File: config.mk
export PLATFORM = sky130hd
export DESIGN_NAME = branch_predictor_flat
export DESIGN_NICKNAME = d
export VERILOG_FILES = /design/src/rtl/branch_predictor_if.sv /design/src/rtl/branch_predictor.sv /design/src/flat_wrapper.sv
export SDC_FILE = /design/constraint.sdc
export NUM_CORES = 1
export LEC_CHECK = 0
export BUFFER_PORTS_ARGS = -buffer_cell sky130_fd_sc_hd__buf_2
export CAP_MARGIN = 0
export CORE_MARGIN = 1
export CORE_UTILIZATION = 40
export CTS_CLUSTER_SIZE = 25
export DETAILED_ROUTE_END_ITERATION = 6
export SYNTH_ARGS = -nofsm -noshare
export SYNTH_HDL_FRONTEND = slang
export SYNTH_SLANG_ARGS = --single-unit
File: constraint.sdc
create_clock -name clk_i -period 4.1 [get_ports clk_i]
set_input_delay 0.41 -clock clk_i [delete_from_list [all_inputs] [get_ports clk_i]]
set_output_delay 0.41 -clock clk_i [all_outputs]
set_load 0.03 [all_outputs]
File: src/rtl/branch_predictor_if.sv
// Fetch/execute-side signal bundle between the core pipeline and the bimodal branch predictor.
// The master modport is the pipeline; the slave modport is the predictor.
interface branch_predictor_if #(
    parameter int DATA_WIDTH = 32
);
    logic [DATA_WIDTH-1:0] PCF_i;
    logic                  PredTakenF_o;
    logic                  BranchE_i;
    logic [DATA_WIDTH-1:0] PCE_i;
    logic                  BranchTaken_i;
    logic                  PredTakenE_i;
    logic [DATA_WIDTH-1:0] BranchTargetE_i;
    logic [DATA_WIDTH-1:0] PCPlus4E_i;
    logic                  Mispredict_o;
    logic [DATA_WIDTH-1:0] RedirectPC_o;
    logic                  FlushD_o;
    logic                  FlushE_o;
    logic [31:0]           BranchCount_o;
    logic [31:0]           MispredCount_o;

    modport master (
        output PCF_i, BranchE_i, PCE_i, BranchTaken_i, PredTakenE_i,
               BranchTargetE_i, PCPlus4E_i,
        input  PredTakenF_o, Mispredict_o, RedirectPC_o, FlushD_o, FlushE_o,
               BranchCount_o, MispredCount_o
    );

    modport slave (
        input  PCF_i, BranchE_i, PCE_i, BranchTaken_i, PredTakenE_i,
               BranchTargetE_i, PCPlus4E_i,
        output PredTakenF_o, Mispredict_o, RedirectPC_o, FlushD_o, FlushE_o,
               BranchCount_o, MispredCount_o
    );
endinterface

File: src/rtl/branch_predictor.sv
// Bimodal predictor: PC-indexed table of 2-bit saturating counters, plus a one-cycle
// misprediction recovery FSM that redirects fetch, flushes D/E and keeps branch statistics.
module branch_predictor #(
    parameter int DATA_WIDTH  = 32,
    parameter int BHT_ENTRIES = 64
) (
    input  logic               clk_i,
    input  logic               rst_n_i,
    branch_predictor_if.slave  bus
);
    localparam int INDEX_BITS = $clog2(BHT_ENTRIES);

    typedef enum logic {
        IDLE,
        RECOVER
    } state_e;

    state_e                  state_q, state_d;
    logic [1:0]              bht_q [BHT_ENTRIES];
    logic [31:0]             branchCount_q, branchCount_d;
    logic [31:0]             mispredCount_q, mispredCount_d;

    logic [INDEX_BITS-1:0]   pcfIdx;
    logic [INDEX_BITS-1:0]   pceIdx;
    logic                    resolveValid;
    logic                    mispredict;
    logic [1:0]              ctrCur;
    logic [1:0]              ctrNext;
    logic [DATA_WIDTH-1:0]   redirectPc;

    assign pcfIdx = bus.PCF_i[INDEX_BITS+1:2];
    assign pceIdx = bus.PCE_i[INDEX_BITS+1:2];

    // Gating with rst_n_i keeps the redirect outputs quiet while reset is held.
    assign resolveValid = bus.BranchE_i && (state_q == IDLE) && rst_n_i;
    assign mispredict   = resolveValid && (bus.BranchTaken_i != bus.PredTakenE_i);
    assign ctrCur       = bht_q[pceIdx];

    always_comb begin
        ctrNext = ctrCur;
        if (bus.BranchTaken_i) begin
            if (ctrCur != 2'b11) ctrNext = ctrCur + 2'b01;
        end else begin
            if (ctrCur != 2'b00) ctrNext = ctrCur - 2'b01;
        end
    end

    always_comb begin
        redirectPc = '0;
        if (mispredict) begin
            redirectPc = bus.BranchTaken_i ? bus.BranchTargetE_i : bus.PCPlus4E_i;
        end
    end

    always_comb begin
        state_d = state_q;
        case (state_q)
            IDLE:    if (mispredict) state_d = RECOVER;
            RECOVER: state_d = IDLE;
            default: state_d = IDLE;
        endcase
    end

    always_comb begin
        branchCount_d  = branchCount_q;
        mispredCount_d = mispredCount_q;
        if (resolveValid && (branchCount_q != 32'hFFFF_FFFF)) begin
            branchCount_d = branchCount_q + 32'd1;
        end
        if (mispredict && (mispredCount_q != 32'hFFFF_FFFF)) begin
            mispredCount_d = mispredCount_q + 32'd1;
        end
    end

    always_ff @(posedge clk_i or negedge rst_n_i) begin
        if (!rst_n_i) begin
            state_q        <= IDLE;
            branchCount_q  <= '0;
            mispredCount_q <= '0;
        end else begin
            state_q        <= state_d;
            branchCount_q  <= branchCount_d;
            mispredCount_q <= mispredCount_d;
        end
    end

    // Fetch reads bht_q combinationally, so a same-cycle update is seen only after the edge.
    always_ff @(posedge clk_i or negedge rst_n_i) begin
        if (!rst_n_i) begin
            for (int i = 0; i < BHT_ENTRIES; i++) begin
                bht_q[i] <= 2'b01;
            end
        end else if (resolveValid) begin
            bht_q[pceIdx] <= ctrNext;
        end
    end

    assign bus.PredTakenF_o   = bht_q[pcfIdx][1];
    assign bus.Mispredict_o   = mispredict;
    assign bus.FlushD_o       = mispredict;
    assign bus.FlushE_o       = mispredict;
    assign bus.RedirectPC_o   = redirectPc;
    assign bus.BranchCount_o  = branchCount_q;
    assign bus.MispredCount_o = mispredCount_q;
endmodule

File: src/flat_wrapper.sv
// flat-port wrapper written by rule: the top's interface ports become plain ports
module branch_predictor_flat 
#(
    parameter int DATA_WIDTH  = 32,
    parameter int BHT_ENTRIES = 64
)
  (clk_i, rst_n_i, bus_PCF_i, bus_BranchE_i, bus_PCE_i, bus_BranchTaken_i, bus_PredTakenE_i, bus_BranchTargetE_i, bus_PCPlus4E_i, bus_PredTakenF_o, bus_Mispredict_o, bus_RedirectPC_o, bus_FlushD_o, bus_FlushE_o, bus_BranchCount_o, bus_MispredCount_o);
  branch_predictor_if #(.DATA_WIDTH(DATA_WIDTH)) bus_i ();
  input  logic clk_i;
  input  logic rst_n_i;
  input wire logic [$bits(bus_i.PCF_i)-1:0] bus_PCF_i;
  input wire logic [$bits(bus_i.BranchE_i)-1:0] bus_BranchE_i;
  input wire logic [$bits(bus_i.PCE_i)-1:0] bus_PCE_i;
  input wire logic [$bits(bus_i.BranchTaken_i)-1:0] bus_BranchTaken_i;
  input wire logic [$bits(bus_i.PredTakenE_i)-1:0] bus_PredTakenE_i;
  input wire logic [$bits(bus_i.BranchTargetE_i)-1:0] bus_BranchTargetE_i;
  input wire logic [$bits(bus_i.PCPlus4E_i)-1:0] bus_PCPlus4E_i;
  output wire logic [$bits(bus_i.PredTakenF_o)-1:0] bus_PredTakenF_o;
  output wire logic [$bits(bus_i.Mispredict_o)-1:0] bus_Mispredict_o;
  output wire logic [$bits(bus_i.RedirectPC_o)-1:0] bus_RedirectPC_o;
  output wire logic [$bits(bus_i.FlushD_o)-1:0] bus_FlushD_o;
  output wire logic [$bits(bus_i.FlushE_o)-1:0] bus_FlushE_o;
  output wire logic [$bits(bus_i.BranchCount_o)-1:0] bus_BranchCount_o;
  output wire logic [$bits(bus_i.MispredCount_o)-1:0] bus_MispredCount_o;
  assign bus_i.PCF_i = bus_PCF_i;
  assign bus_i.BranchE_i = bus_BranchE_i;
  assign bus_i.PCE_i = bus_PCE_i;
  assign bus_i.BranchTaken_i = bus_BranchTaken_i;
  assign bus_i.PredTakenE_i = bus_PredTakenE_i;
  assign bus_i.BranchTargetE_i = bus_BranchTargetE_i;
  assign bus_i.PCPlus4E_i = bus_PCPlus4E_i;
  assign bus_PredTakenF_o = bus_i.PredTakenF_o;
  assign bus_Mispredict_o = bus_i.Mispredict_o;
  assign bus_RedirectPC_o = bus_i.RedirectPC_o;
  assign bus_FlushD_o = bus_i.FlushD_o;
  assign bus_FlushE_o = bus_i.FlushE_o;
  assign bus_BranchCount_o = bus_i.BranchCount_o;
  assign bus_MispredCount_o = bus_i.MispredCount_o;
  branch_predictor #(.DATA_WIDTH(DATA_WIDTH), .BHT_ENTRIES(BHT_ENTRIES)) u_core (.clk_i(clk_i), .rst_n_i(rst_n_i), .bus(bus_i));
endmodule
---- Word level (Yosys, flattened, before mapping) ----
Cells that the tools add are included.
operators by class
  add/sub/neg operators ................... 4
  $lt $le $gt $ge ......................... 3
  equality and inequality tests ........... 4
  muxes and demuxes ....................... 16
  bitwise gates (word level) .............. 3
  reductions and logical operators ........ 7
operator list
  kind                     count
  $bwmux W128              1
  $add A32 B1 Y32 const B  2
  $mux W32                 2
  $ne A32 B32 Y1 const B   2
  $bmux W2 S6              2
  $mux W2                  8
  $ge A7 B7 Y1 const B     2
  $not A6 Y7               2
  $demux W2 S6             1
  $lt A7 B1 Y1 const B     1
  $logic_and A1 B1 Y1      6
  $add A2 B1 Y2 const B    1
  $ne A2 B2 Y1 const B     1
  $pmux W1 S2              1
  $reduce_bool A2 Y1       1
  $sub A2 B1 Y2 const B    1
  $mux W1                  1
  $ne A1 B1 Y1             1
  $not A1 Y1               1
storage, ports and cells
  flip-flop bits (word level) ............. 193
  output and inout port bits .............. 100
  word-level logic and storage cells ...... 104

---- Depth between registers and ports, before layout ----
  depth in word-level cells ............... 8
  depth in mapped cells ................... 12
  gate-level depth less buffers ........... 8

---- Least setup slack after synthesis ----
No wires, ideal clock.
  path kind ............................... input -> output
  from .................................... in bus_PCF_i[2]
  to ...................................... out bus_PredTakenF_o
  arrival ................................. 2,927 ps
  required time ........................... 3,690 ps
  path slack .............................. 763 ps
  stages on the path ...................... 5
  buffers on the path ..................... 2
  path through ............................ clkbuf_1 buf_1 mux4_2 mux4_2 mux4_2
between the ends
  cells in the longest elaborated chain, start to end .. 4
ends and longest elaborated chain
  element                                      line                    RTL
  from (decl)                                  flat_wrapper.sv:11      input wire logic [$bits(bus_i.PCF_i)-1:0] bus_PCF_i;
  $not A6 Y7 (not written as such)             branch_predictor.sv:98  assign bus.PredTakenF_o = bht_q[pcfIdx][1];
  $bmux W2 S6                                  branch_predictor.sv:98
  $mux W2 (not written as such) (2 in series)  branch_predictor.sv:98
  to (decl)                                    flat_wrapper.sv:18      output wire logic [$bits(bus_i.PredTakenF_o)-1:0] bus_PredTakenF_o;
No other way between the ends. The select of a mux whose other input is x is not followed.

---- Final worst setup path ----
Same ends and word-level chain as after synthesis.

==> out/qor.yml <==
clkTransAtPathRegs_ns: 0.07
yosysUniqueCellTypes: 61
antenna_found_initial: 0
async_flop_share_pct: 100
die_area_um2: 26300
rows: 58
drive_gt1_share_pct: 36.0
timing.fmax_mhz: 316
crit_type: "in -> out"
ys.warnings.count: 0
cap_violations: 0
coreArea_um2: 25200
yosys_most_used_dff: "dfrtp_1"
yosys.area.top_type: "dfrtp_1"
hold_violations: 0
final_common_cell: "nand2_1"
start_util_pct: 40.8
crit_slowest_cell: "mux4_2"
numPortBuffers: 180
crit_arrival_ns: 2.76
r2r-start: "u_core.bht_q[0]$_DFFE_PN1P_"
critPathMaxFanout: 16
pwr-share-clk_pct: 38.3
synth-edff-count: 0
syn_avg_cell_area_um2: 10.4
die_w_um: 162
cp.required_ns: 3.69
root_buffer: "clkbuf_16"
leakagePower_nw: 5.39
status: "finished clean"
nets: 1310
worstSetupStartpoint: "bus_PCF_i[2]"
viasPerCell: 5.38
stdcell_area_um2: 12200
r2r_slack_ns: 1.34
drt-initial-drc-count: 624
end_kind: "output pin"
power.switching_mw: 1.33
syn2layout_area_growth_pct: 18.9
min-delay-start: "u_core.bht_q[120]$_DFFE_PN1P_"
p_seq_share_pct: 46.4
nFillCells: 2321
syn_nets: 1126
synth_seq_cells: 193
diodes: 0
grt_pass1_vias: 7912
power_frac_comb_pct: 15.3
cts_tree: "yes"
syn_area_um2: 10300
dp_hpwl_um: 20000
max_stage_delay_ns: 0.61
slew_viol_final: 0
via_count: 8154
setup_ws_ns: 0.932
crit_path_frequent_cell: "mux4_2"
synthTopCellsByArea: "dfrtp_1, dfstp_2, nand2_1"
die-height_um: 162
p_sw_share_pct: 28.4
power.internal_mw: 3.36
grt_max_degree: 76
fin_tns_setup_ns: 0
grt_pass1_wl_um: 44600
mostFrequentLayoutCells: "nand2_1, buf_2, dfrtp_1"
netlist.area_leader.share_pct: 31.4
fin_crit_ns: 3.17
placed_cell_area_um2: 11600
antenna_left: 0
netlist_instances: 991
place.gp.congestion: 0.856
clk_latency_ns: 0.44
grt_setup_unrepaired: "no"
hp-class: "reg -> reg"
grt_util_all_layers_pct: 22.0
synth-seq-area-share_pct: 47.8
place_ws_ns: 0.733
wl_per_cell_um: 18.4
fin_skew_ns: 0.0106
io-pin-count: 233
worstMarginPinSlew_ns: 0.978
slew_headroom_pct: 34.8
crit_chain: "buf_2 > mux4_2 > mux4_2 > mux4_2 > buf_2"
setup_violations: 0
period_share_pct: 77.3
crit_path_start_kind: "input pin"
clockBufferDepth: 2
max-vdd-ir-drop_mv: 0.276
firstDrtPassIters: 4
drc_errors: 0
htreeDepth: 4
clock_sinks: 193
wirelength_um: 27900
p_per_area_nw_per_um2: 384
cts_buffers: 17
gr-total-overflow: 0
flip-flops by register name, indices dropped and copies added (netlist names):
signal	cells
u_core.bht_q	128
u_core.bus.MispredCount_o	32
u_core.bus.BranchCount_o	32
u_core.state_q	1
critical path, delay by kind of cell:
| kind | cells | cell delay [ns] |
|---|---|---|
| muxes | 3 | 1.62 |
| buffers and inverters | 2 | 0.71 |
power by group through the flow:
stage / Clock [mW] / Sequential (mW) / Combinational (mW)
5_1_grt: 1.91 / 2.20 / 0.783
3_5_place_dp: 0 / 2.21 / 0.726
6_report: 1.80 / 2.17 / 0.717
4_1_cts: 1.84 / 2.17 / 0.727
3_3_place_gp: 0 / 2.20 / 0.718
2_1_floorplan: 0 / 2.28 / 0.381
kinds of logic after synthesis:
logic type      synth area share (%)
xor+xnor                        5.29
mux                             13.7
flops                           47.8
fa+ha+maj                      0.475
simple gates                    17.9
buf+inv                         3.30
compound gates                  11.5
synth_stat cells, types with 10 or more instances:
library cell  number
xor2_1            13
dfrtp_1          129
nand2_1          238
clkbuf_1          22
and4_1            13
nor3_1            11
xnor2_1           49
o21ai_2           60
nand3_1           30
mux2_2            12
inv_1             10
nand4_1           21
mux4_2            39
mux2i_1           38
buf_6             11
nor2_1            52
o21ai_0           65
dfstp_2           64
routing by layer:
metal / up-vias / wire length [um] / share of wire, % / global-route usage, %
li1: 3869 / - / - / -
met1: 3964 / 12200 / 44 / 29.5
met5: - / 0 / 0 / 0
met2: 291 / 13500 / 48 / 36.1
met4: 0 / 452 / 1.6 / 5.66
met3: 30 / 1790 / 6.4 / 5.08
final cells by class:
cell class | instances | area (um^2) | share of cell area [%]
multi-input cells | 737 | 5020 | 41.1
flip-flops and latches | 193 | 4910 | 40.2
clock inverters | 12 | 180 | 1.48
well taps | 330 | 413 | 3.38
inverters | 11 | 41.3 | 0.338
clock buffers | 19 | 443 | 3.63
repair buffers | 215 | 1200 | 9.83
worst paths after layout:
path                       depth (start not counted)                       endpoint
min reg2reg                                        2  u_core.bht_q[120]$_DFFE_PN1P_
max                                                5               bus_PredTakenF_o
min in group asynchronous                          2   u_core.bht_q[62]$_DFFE_PN1P_
min                                                2  u_core.bht_q[120]$_DFFE_PN1P_
max reg2reg                                        8   u_core.bht_q[96]$_DFFE_PN1P_
max in group asynchronous                          4    u_core.bht_q[1]$_DFFE_PN0P_
timing repair:
item / CTS / global route
hold buffers: 1 / 0
buffers inserted: 0 / 0
endpoints found under the hold margin: 1 / 0
resized for setup: 0 / 0
per-stage QoR:
stage / total power [mW] / std cells / hold WS, ns / util (%)
after global placement: 2.92 / 1485 / 0.400 / 46.0
after global routing: 4.88 / 1517 / 0.481 / 48.5
after CTS: 4.74 / 1517 / 0.465 / 48.5
after detailed placement: 2.93 / 1485 / 0.399 / 46.0
after floorplan: 2.66 / 991 / 0.114 / -
final: 4.69 / 1517 / 0.462 / 48.5
No activity file was read; power rests on OpenSTA's default activity.
